$ cat src/rtl/dm_controller_if.sv
// Host/core signal bundle for dm_controller: the host side drives preload, start and dump,
// and the core side drives the memory port, while the controller answers on the outputs.
interface dm_controller_if #(
    parameter int AW = 8
);
    logic          host_we;
    logic [AW-1:0] host_addr;
    logic [7:0]    host_wdata;
    logic          start;
    logic          dump;
    logic          dm_en;
    logic [15:0]   dar_out;
    logic [15:0]   bus_out;
    logic          end_process;
    logic [7:0]    dm_out;
    logic [1:0]    status;
    logic [7:0]    host_rdata;
    logic          host_valid;
    logic          timeout;
    logic          addr_err;

    modport master (
        output host_we, host_addr, host_wdata, start, dump,
        output dm_en, dar_out, bus_out, end_process,
        input  dm_out, status, host_rdata, host_valid, timeout, addr_err
    );

    modport slave (
        input  host_we, host_addr, host_wdata, start, dump,
        input  dm_en, dar_out, bus_out, end_process,
        output dm_out, status, host_rdata, host_valid, timeout, addr_err
    );
endinterface

$ cat src/rtl/dm_controller.sv
// Byte-wide data memory plus run-control sequencer (IDLE/RUN/DONE/DUMP) with a run watchdog.
// Optional feature: define DM_BOUNDS_CHECK_EN to drop and flag out-of-range core accesses.
module dm_controller #(
    parameter int DEPTH   = 256,
    parameter int TIMEOUT = 65535
) (
    input  logic           clk,
    input  logic           rst,
    dm_controller_if.slave bus
);
    localparam int AW = $clog2(DEPTH);

    typedef enum logic [1:0] {
        IDLE = 2'b00,
        RUN  = 2'b01,
        DONE = 2'b10,
        DUMP = 2'b11
    } state_t;

    state_t        state_q, state_d;
    logic [15:0]   cycleCnt_q, cycleCnt_d;
    logic [AW-1:0] dumpCnt_q, dumpCnt_d;
    logic [7:0]    dmOut_q, dmOut_d;
    logic [7:0]    hostRdata_q, hostRdata_d;
    logic          hostValid_q, hostValid_d;
    logic          timeout_q, timeout_d;
    logic          addrErr_q, addrErr_d;

    logic [7:0]    mem [DEPTH];
    logic          memWe;
    logic [AW-1:0] memWaddr;
    logic [7:0]    memWdata;
    logic [AW-1:0] coreAddr;
    logic          coreOob;
    logic          unusedBits;

    assign coreAddr = bus.dar_out[AW-1:0];

`ifdef DM_BOUNDS_CHECK_EN
    assign coreOob    = (32'(bus.dar_out) >= 32'(DEPTH));
    assign unusedBits = ^bus.bus_out[15:8];
`else
    assign coreOob    = 1'b0;
    assign unusedBits = ^{bus.dar_out[15:AW], bus.bus_out[15:8]};
`endif

    always_comb begin
        state_d     = state_q;
        cycleCnt_d  = cycleCnt_q;
        dumpCnt_d   = dumpCnt_q;
        dmOut_d     = coreOob ? 8'h00 : mem[coreAddr];
        hostRdata_d = hostRdata_q;
        hostValid_d = 1'b0;
        timeout_d   = timeout_q;
        addrErr_d   = addrErr_q;
        memWe       = 1'b0;
        memWaddr    = coreAddr;
        memWdata    = bus.bus_out[7:0];

        case (state_q)
            IDLE: begin
                if (bus.host_we) begin
                    memWe    = 1'b1;
                    memWaddr = bus.host_addr;
                    memWdata = bus.host_wdata;
                end
                if (bus.start) begin
                    state_d    = RUN;
                    cycleCnt_d = '0;
                    timeout_d  = 1'b0;
                    addrErr_d  = 1'b0;
                end
            end
            RUN: begin
                cycleCnt_d = cycleCnt_q + 16'd1;
                if (coreOob) begin
                    addrErr_d = 1'b1;
                end else if (bus.dm_en) begin
                    memWe = 1'b1;
                end
                // The watchdog takes priority so a coincident end_process still reports the timeout.
                if (cycleCnt_q == 16'(TIMEOUT - 1)) begin
                    state_d   = DONE;
                    timeout_d = 1'b1;
                end else if (bus.end_process) begin
                    state_d = DONE;
                end
            end
            DONE: begin
                if (bus.dump) begin
                    state_d   = DUMP;
                    dumpCnt_d = '0;
                end else if (bus.start) begin
                    state_d    = RUN;
                    cycleCnt_d = '0;
                    timeout_d  = 1'b0;
                    addrErr_d  = 1'b0;
                end
            end
            DUMP: begin
                hostRdata_d = mem[dumpCnt_q];
                hostValid_d = 1'b1;
                dumpCnt_d   = dumpCnt_q + 1'b1;
                if (dumpCnt_q == AW'(DEPTH - 1)) begin
                    state_d = IDLE;
                end
            end
            default: state_d = IDLE;
        endcase
    end

    always_ff @(posedge clk) begin
        if (rst) begin
            state_q     <= IDLE;
            cycleCnt_q  <= '0;
            dumpCnt_q   <= '0;
            dmOut_q     <= '0;
            hostRdata_q <= '0;
            hostValid_q <= 1'b0;
            timeout_q   <= 1'b0;
            addrErr_q   <= 1'b0;
        end else begin
            state_q     <= state_d;
            cycleCnt_q  <= cycleCnt_d;
            dumpCnt_q   <= dumpCnt_d;
            dmOut_q     <= dmOut_d;
            hostRdata_q <= hostRdata_d;
            hostValid_q <= hostValid_d;
            timeout_q   <= timeout_d;
            addrErr_q   <= addrErr_d;
        end
    end

    // Memory is deliberately left out of reset so an aborted run keeps its partial results.
    always_ff @(posedge clk) begin
        if (memWe && !rst) begin
            mem[memWaddr] <= memWdata;
        end
    end

    assign bus.dm_out     = dmOut_q;
    assign bus.status     = state_q;
    assign bus.host_rdata = hostRdata_q;
    assign bus.host_valid = hostValid_q;
    assign bus.timeout    = timeout_q;
    assign bus.addr_err   = addrErr_q;
endmodule

$ cat src/flat_wrapper.sv
// flat-port wrapper written by rule: the top's interface ports become plain ports
module dm_controller_flat 
#(
    parameter int DEPTH   = 256,
    parameter int TIMEOUT = 65535
)
  (clk, rst, bus_host_we, bus_host_addr, bus_host_wdata, bus_start, bus_dump, bus_dm_en, bus_dar_out, bus_bus_out, bus_end_process, bus_dm_out, bus_status, bus_host_rdata, bus_host_valid, bus_timeout, bus_addr_err);
  dm_controller_if #(.AW((8))) bus_i ();
  input  logic clk;
  input  logic rst;
  input wire logic [$bits(bus_i.host_we)-1:0] bus_host_we;
  input wire logic [$bits(bus_i.host_addr)-1:0] bus_host_addr;
  input wire logic [$bits(bus_i.host_wdata)-1:0] bus_host_wdata;
  input wire logic [$bits(bus_i.start)-1:0] bus_start;
  input wire logic [$bits(bus_i.dump)-1:0] bus_dump;
  input wire logic [$bits(bus_i.dm_en)-1:0] bus_dm_en;
  input wire logic [$bits(bus_i.dar_out)-1:0] bus_dar_out;
  input wire logic [$bits(bus_i.bus_out)-1:0] bus_bus_out;
  input wire logic [$bits(bus_i.end_process)-1:0] bus_end_process;
  output wire logic [$bits(bus_i.dm_out)-1:0] bus_dm_out;
  output wire logic [$bits(bus_i.status)-1:0] bus_status;
  output wire logic [$bits(bus_i.host_rdata)-1:0] bus_host_rdata;
  output wire logic [$bits(bus_i.host_valid)-1:0] bus_host_valid;
  output wire logic [$bits(bus_i.timeout)-1:0] bus_timeout;
  output wire logic [$bits(bus_i.addr_err)-1:0] bus_addr_err;
  assign bus_i.host_we = bus_host_we;
  assign bus_i.host_addr = bus_host_addr;
  assign bus_i.host_wdata = bus_host_wdata;
  assign bus_i.start = bus_start;
  assign bus_i.dump = bus_dump;
  assign bus_i.dm_en = bus_dm_en;
  assign bus_i.dar_out = bus_dar_out;
  assign bus_i.bus_out = bus_bus_out;
  assign bus_i.end_process = bus_end_process;
  assign bus_dm_out = bus_i.dm_out;
  assign bus_status = bus_i.status;
  assign bus_host_rdata = bus_i.host_rdata;
  assign bus_host_valid = bus_i.host_valid;
  assign bus_timeout = bus_i.timeout;
  assign bus_addr_err = bus_i.addr_err;
  dm_controller #(.DEPTH(DEPTH), .TIMEOUT(TIMEOUT)) u_core (.clk(clk), .rst(rst), .bus(bus_i));
endmodule
$ cat config.mk
export PLATFORM = sky130hd
export DESIGN_NAME = dm_controller_flat
export DESIGN_NICKNAME = d
export VERILOG_FILES = /design/src/rtl/dm_controller_if.sv /design/src/rtl/dm_controller.sv /design/src/flat_wrapper.sv
export SDC_FILE = /design/constraint.sdc
export NUM_CORES = 2
export LEC_CHECK = 0
export CAP_MARGIN = 20
export CORE_ASPECT_RATIO = 2
export CORE_MARGIN = 1
export CORE_UTILIZATION = 30
export CTS_CLUSTER_SIZE = 25
export DETAILED_ROUTE_END_ITERATION = 8
export PLACE_DENSITY_LB_ADDON = 0.3
export SLEW_MARGIN = 0
export SYNTH_ARGS = -nofsm -noshare
export SYNTH_HDL_FRONTEND = slang
export SYNTH_SLANG_ARGS = --single-unit
$ cat constraint.sdc
create_clock -name clk -period 8.5 [get_ports clk]
set_input_delay 1.275 -clock clk [delete_from_list [all_inputs] [get_ports clk]]
set_output_delay 1.275 -clock clk [all_outputs]
set_load 0.1 [all_outputs]
# Word level (Yosys, flattened, before mapping)
# Memory sizes are Yosys's and may differ from the RTL's. A register that Yosys moved wholly into a read port is not among the register bits.
# Index checks and enable logic that the tools add are counted.
# totals
reg_bits	29
ramBits	2048
inputBits	55
word_cells	58
memories	1
# mem_list
memory	depth	width	rd	rd_clocked_by_memory_dff	write_ports	line_no	text
u_core.mem	256	8	2	2	1	dm_controller.sv:29	logic [7:0] mem [DEPTH];
# op_classes
n_addsub	2
eq_ne	10
n_mux	28
reduce_logical	11
# op_table
operator	n
16-bit case mux with 3 select lines	1
8-bit two-way mux	5
16-bit two-way mux	2
16-bit by 1-bit adder with 16-bit output (second input constant)	1
16-bit == test (second input constant)	1
8-bit case mux with 2 select lines	1
1-bit two-way mux	10
2-bit two-way mux	5
8-bit by 1-bit adder with 8-bit output (second input constant)	1
8-bit == test (second input constant)	1
2-bit case mux with 4 select lines	1
2-bit AND reduction	4
2-bit == test (second input constant)	2
2-bit by 1-bit inequality test with 1-bit output (second input constant)	2
2-bit inequality test (second input constant)	2
1-bit case mux with 2 select lines	2
2-bit nonzero test	2
3-bit by 2-bit inequality test with 1-bit output (second input constant)	1
1-bit case mux with 3 select lines	1
3-bit AND reduction	1
3-bit nonzero test	1
2-bit by 1-bit == test with 1-bit output (second input constant)	1
2-bit logical NOT	1
1-bit logical AND	1
1-bit logical NOT	1

# Longest topological paths before layout
# depth
ltp_word	5
mapped_depth	13
ltp_nobuf	7

# Worst setup path after synthesis
# No wires, ideal clock.
# synth_path
path_type	input port to flip-flop
startpoint	in bus_host_we
endpoint	mem u_core.mem[0][0] (data pin)
setup_ns	0.823
arrival_time_ns	5.456
t_required_ns	7.677
setup_slack_ns	2.221
stages	6
n_path_buf	3
cell_sequence	nor3b_2 > buf_2 > buf_2 > buf_1 > nand2_1 > nand2_1
# synth_via
elab_chain_len	2
# synth_rtl
item	line_no	text
start: declaration	flat_wrapper.sv:11	input wire logic [$bits(bus_i.host_we)-1:0] bus_host_we;
8-bit two-way mux	dm_controller.sv:62	if (bus.host_we) begin
8-bit two-way mux	dm_controller.sv:60	case (state_q)
via u_core.memWdata[0]	dm_controller.sv:32	logic [7:0] memWdata;
end: declaration	dm_controller.sv:29	
# The timed path passes the listed nets, and every way through them passes these cells.

==> run_results.csv <==
group,metric,value,unit
detailed_routing,vias,58490,
grt,grt_overflow,0,
worst_setup_path,reg2reg_depth,9,
timing,period_minus_slack,5175,ps
floorplanning,ios,76,
worst_setup_path,timing.reg2reg.setup_slack,3320,ps
clock_tree,clk_pin_slew,70,ps
hold_path,hold_depth,2,
synth,synth_fa_ha_area_frac,0.0003781,
worst_setup_path,critPathMaxFanout,34,
synth,yosysWarnings,0,
grt,grt_max_degree,193,
synth,yosysMostFrequentCell,"edfxtp_1",
synth,syn_area,99270,µm²
detailed_routing,avgViaCountPerCell,5.847,
finish,layout.nets,5535,
timing,tns,0,ps
worst_setup_path,crit_arrival,5930,ps
timing,relSlewSlack,0.09205,
synth,ys_ff_latch,2092,
floorplanning,core_area,329200,µm²
synth,synth_xor_area_frac,0.001059,
floorplanning,start_util,0.3015,
grt,grt_pass1_wl,500900,µm
synth,yosysTopAreaCellShare,0.6195,
synth,synth_top_family_by_area,"multiplexers",
synth,synth_top_area_cell,"edfxtp_1",
worst_setup_path,rr_startpoint,"u_core.dumpCnt_q[0]$_SDFFE_PP0P_",
timing,finClkSkew,66.13,ps
synth,synth_common_cells,"2048 x edfxtp_1, 803 x mux4_2, 507 x mux2i_1",
hold_path,min_to,"u_core.bus.timeout$_SDFFE_PP0P_",
floorplanning,design.die.area,333300,µm²
worst_setup_path,cp-start-kind,"flop",
timing,tightest_slew,1353,ps
place,io_buffer_count,58,
grt,grt_pass1_vias,60230,
synth,syn_nets,5506,
power,power_density,200.9,nW/µm²
worst_setup_path,crit_type,"reg -> reg",
worst_setup_path,rr_endpoint,"u_core.bus.host_rdata[2]$_SDFFE_PP0P_",
timing,finalHoldViolations,0,
detailed_routing,initialDrtViolationCount,6269,
timing,period_share,0.6088,
clock_tree,clock_path_buffers,4,
power,vdd_ir_drop_max,0.2549,mV
timing,rsz0062_at_grt,"false",
clock_tree,clock-sinks,2092,
timing,setup_violations,0,
floorplanning,die_w,408.8,µm
run_status,status,"completed",
synth,syn_avg_cell_area,18.22,µm²
hold_path,min-delay-start,"u_core.bus.timeout$_SDFFE_PP0P_",
detailed_routing,ant_nets,0,
finish,syn_to_final_growth,11.42,%
clock_tree,numCtsBuffers,179,
synth,synthMuxAreaShare,0.2513,
timing,slew_violations,0,
hold_path,hold_path_class,"reg -> reg",
synth,ys_types,82,
grt,antenna_found_initial,33,
clock_tree,ctsHtreeMaxLevel,4,
timing,max_freq,193.2,MHz
timing,hold_slack,474.3,ps
clock_tree,clk_latency,880,ps
clock_tree,clock-root-buffer,"clkbuf_16",
clock_tree,cts_tree,"done",
place,dpl.hpwl,251100,µm
synth,synthCells,5448,
synth,async_flop_share,0,
worst_setup_path,cp-end-kind,"flop",
grt,track_usage,0.2167,
detailed_routing,drc,0,
power,power.leakage,0.03288,µW
synth,yosysSeqAreaShare,0.6284,
finish,drive_gt1_frac,0.2423,
synth,synth_compound_area_frac,0.05386,
place,gp_congestion,0.9494,
finish,num-fill-cells,31130,
synth,yosys.area_share.simple,0.03367,
worst_setup_path,required,9260,ps
synth,synth_area_leaders,"edfxtp_1 62%, mux4_2 18%, mux2i_1 5.1%, o221ai_1 2.0%, mux4_1 1.6%",
detailed_routing,wl,368800,µm
clock_tree,post_cts_resized,0,
clock_tree,cts-hold-fix-buffers,0,
clock_tree,postCtsSetupBuffers,0,
detailed_routing,wire_per_inst,36.86,µm
floorplanning,rows,298,
detailed_routing,dr.pass1.iters,6,
synth,yosys_most_used_dff,"edfxtp_1",
synth,synth-edff-count,2048,
floorplanning,die_h,815.5,µm
run,drv_cap,0,
-- worst max path at each step --
stage | startpoint | end | slack, ps
after floorplan | bus_host_we | u_core.mem[0][0]$_DFFE_PP_ | 2220
after global placement | bus_dar_out[0] | u_core.bus.dm_out[7]$_SDFF_PP0_ | 2560
after detailed placement | bus_dar_out[0] | u_core.bus.dm_out[7]$_SDFF_PP0_ | 2590
after CTS | u_core.dumpCnt_q[0]$_SDFFE_PP0P_ | u_core.bus.host_rdata[2]$_SDFFE_PP0P_ | 3240
after global routing | u_core.dumpCnt_q[0]$_SDFFE_PP0P_ | u_core.bus.host_rdata[2]$_SDFFE_PP0P_ | 3260
final | u_core.dumpCnt_q[0]$_SDFFE_PP0P_ | u_core.bus.host_rdata[2]$_SDFFE_PP0P_ | 3320
-- critical path, stage by stage, from the launching register on --
cell and delay (ps):
dfxtp_4 750, buf_4 690, mux4_2 610, a22o_1 260, a221oi_1 920, o22ai_1 140, a2111oi_0 760, buf_4 240
a211o_1 460, nor4_2 100
-- stage by stage --
stage / util / area [µm²] / total power (µW) / setup slack, ps / std cells
finish: 0.3360 / 110600 / 22220 / 3325 / 10000
global route: 0.3358 / 110600 / 22650 / 3257 / 9986
CTS: 0.3349 / 110300 / 22290 / 3245 / 9940
detailed placement: 0.3168 / 104300 / 13650 / 2594 / 9628
global placement: 0.3161 / 104100 / 13600 / 2561 / 9607
floorplan: - / 99270 / 13020 / 2221 / 5448
-- where the power goes --
part | total [µW] | switching [µW] | internal, µW
Combinational | 1840 | 1310 | 524
Clock | 8770 | 3940 | 4830
Sequential | 11600 | 22.8 | 11600
Total | 22200 | 5270 | 16900
-- state kept, by name, summed over array words and instances (netlist names) --
signal and cells:
u_core.cycleCnt_q 16, u_core.bus.timeout 1, u_core.bus.status 2, u_core.bus.host_rdata 8, u_core.bus.dm_out 8, u_core.bus.host_valid 1, u_core.dumpCnt_q 8, u_core.mem 2048
-- cell families (layout without fill, tap and decap cells) --
kind of cell | after synthesis | count (layout)
mux | 1379 | 1379
fa+ha+maj | 3 | 3
xor+xnor | 12 | 12
compound gates | 767 | 767
flops | 2092 | 2092
buf+inv | 443 | 603
simple gates | 751 | 751
other cells | 1 | 47
-- cell type report --
cell class / instances / area [µm²] / share of cell area
timing repair buffer: 279 / 2674 / 0.02417
antenna: 46 / 115.1 / 0.001041
multi-input combinational: 2913 / 33980 / 0.3072
tap: 4350 / 5443 / 0.04921
clock inverter: 104 / 1295 / 0.01171
clock buffer: 208 / 4649 / 0.04204
inverter: 12 / 57.56 / 0.0005204
sequential: 2092 / 62400 / 0.5641
-- routing by layer --
layer | up-vias | wire length [µm] | track usage
li1 | 23330 | - | -
met1 | 31170 | 114500 | 0.2154
met2 | 2983 | 191300 | 0.3828
met3 | 994 | 23370 | 0.03601
met4 | 14 | 39520 | 0.2014
met5 | - | 104 | 0
-- placed cells by master (no fill, tap or decap), types with 8 or more instances in the layout --
cell type / netlist / final
a2111oi_0: 13 / 11
a211oi_1: 13 / 12
a21oi_1: 148 / 147
a221oi_1: 19 / 19
a22o_1: 10 / 10
a22oi_1: 35 / 35
and2_1: 8 / 8
and3_1: 11 / 11
buf_12: 4 / 21
buf_4: 36 / 178
buf_6: 85 / 10
bufinv_16: 0 / 30
clkbuf_1: 155 / 24
clkbuf_16: 0 / 180
clkdlybuf4s50_1: 0 / 54
clkinv_1: 2 / 25
clkinv_2: 0 / 36
dfxtp_1: 44 / 39
diode_2: 0 / 46
edfxtp_1: 2048 / 2048
mux2i_1: 507 / 504
mux4_1: 62 / 62
mux4_2: 803 / 803
nand2_1: 145 / 136
nand2_4: 0 / 10
nand3_1: 26 / 26
nand3b_1: 11 / 11
nand4_1: 25 / 25
nor2_1: 376 / 371
nor2b_1: 11 / 9
nor3_1: 71 / 70
nor4_1: 11 / 10
o21ai_0: 107 / 98
o21ai_1: 2 / 8
o221ai_1: 222 / 222
o22ai_1: 131 / 131
o31ai_1: 23 / 23
or3_1: 16 / 16
or4_1: 9 / 9
xor2_1: 11 / 11
Note: power is estimated with default switching activity, not from simulation.
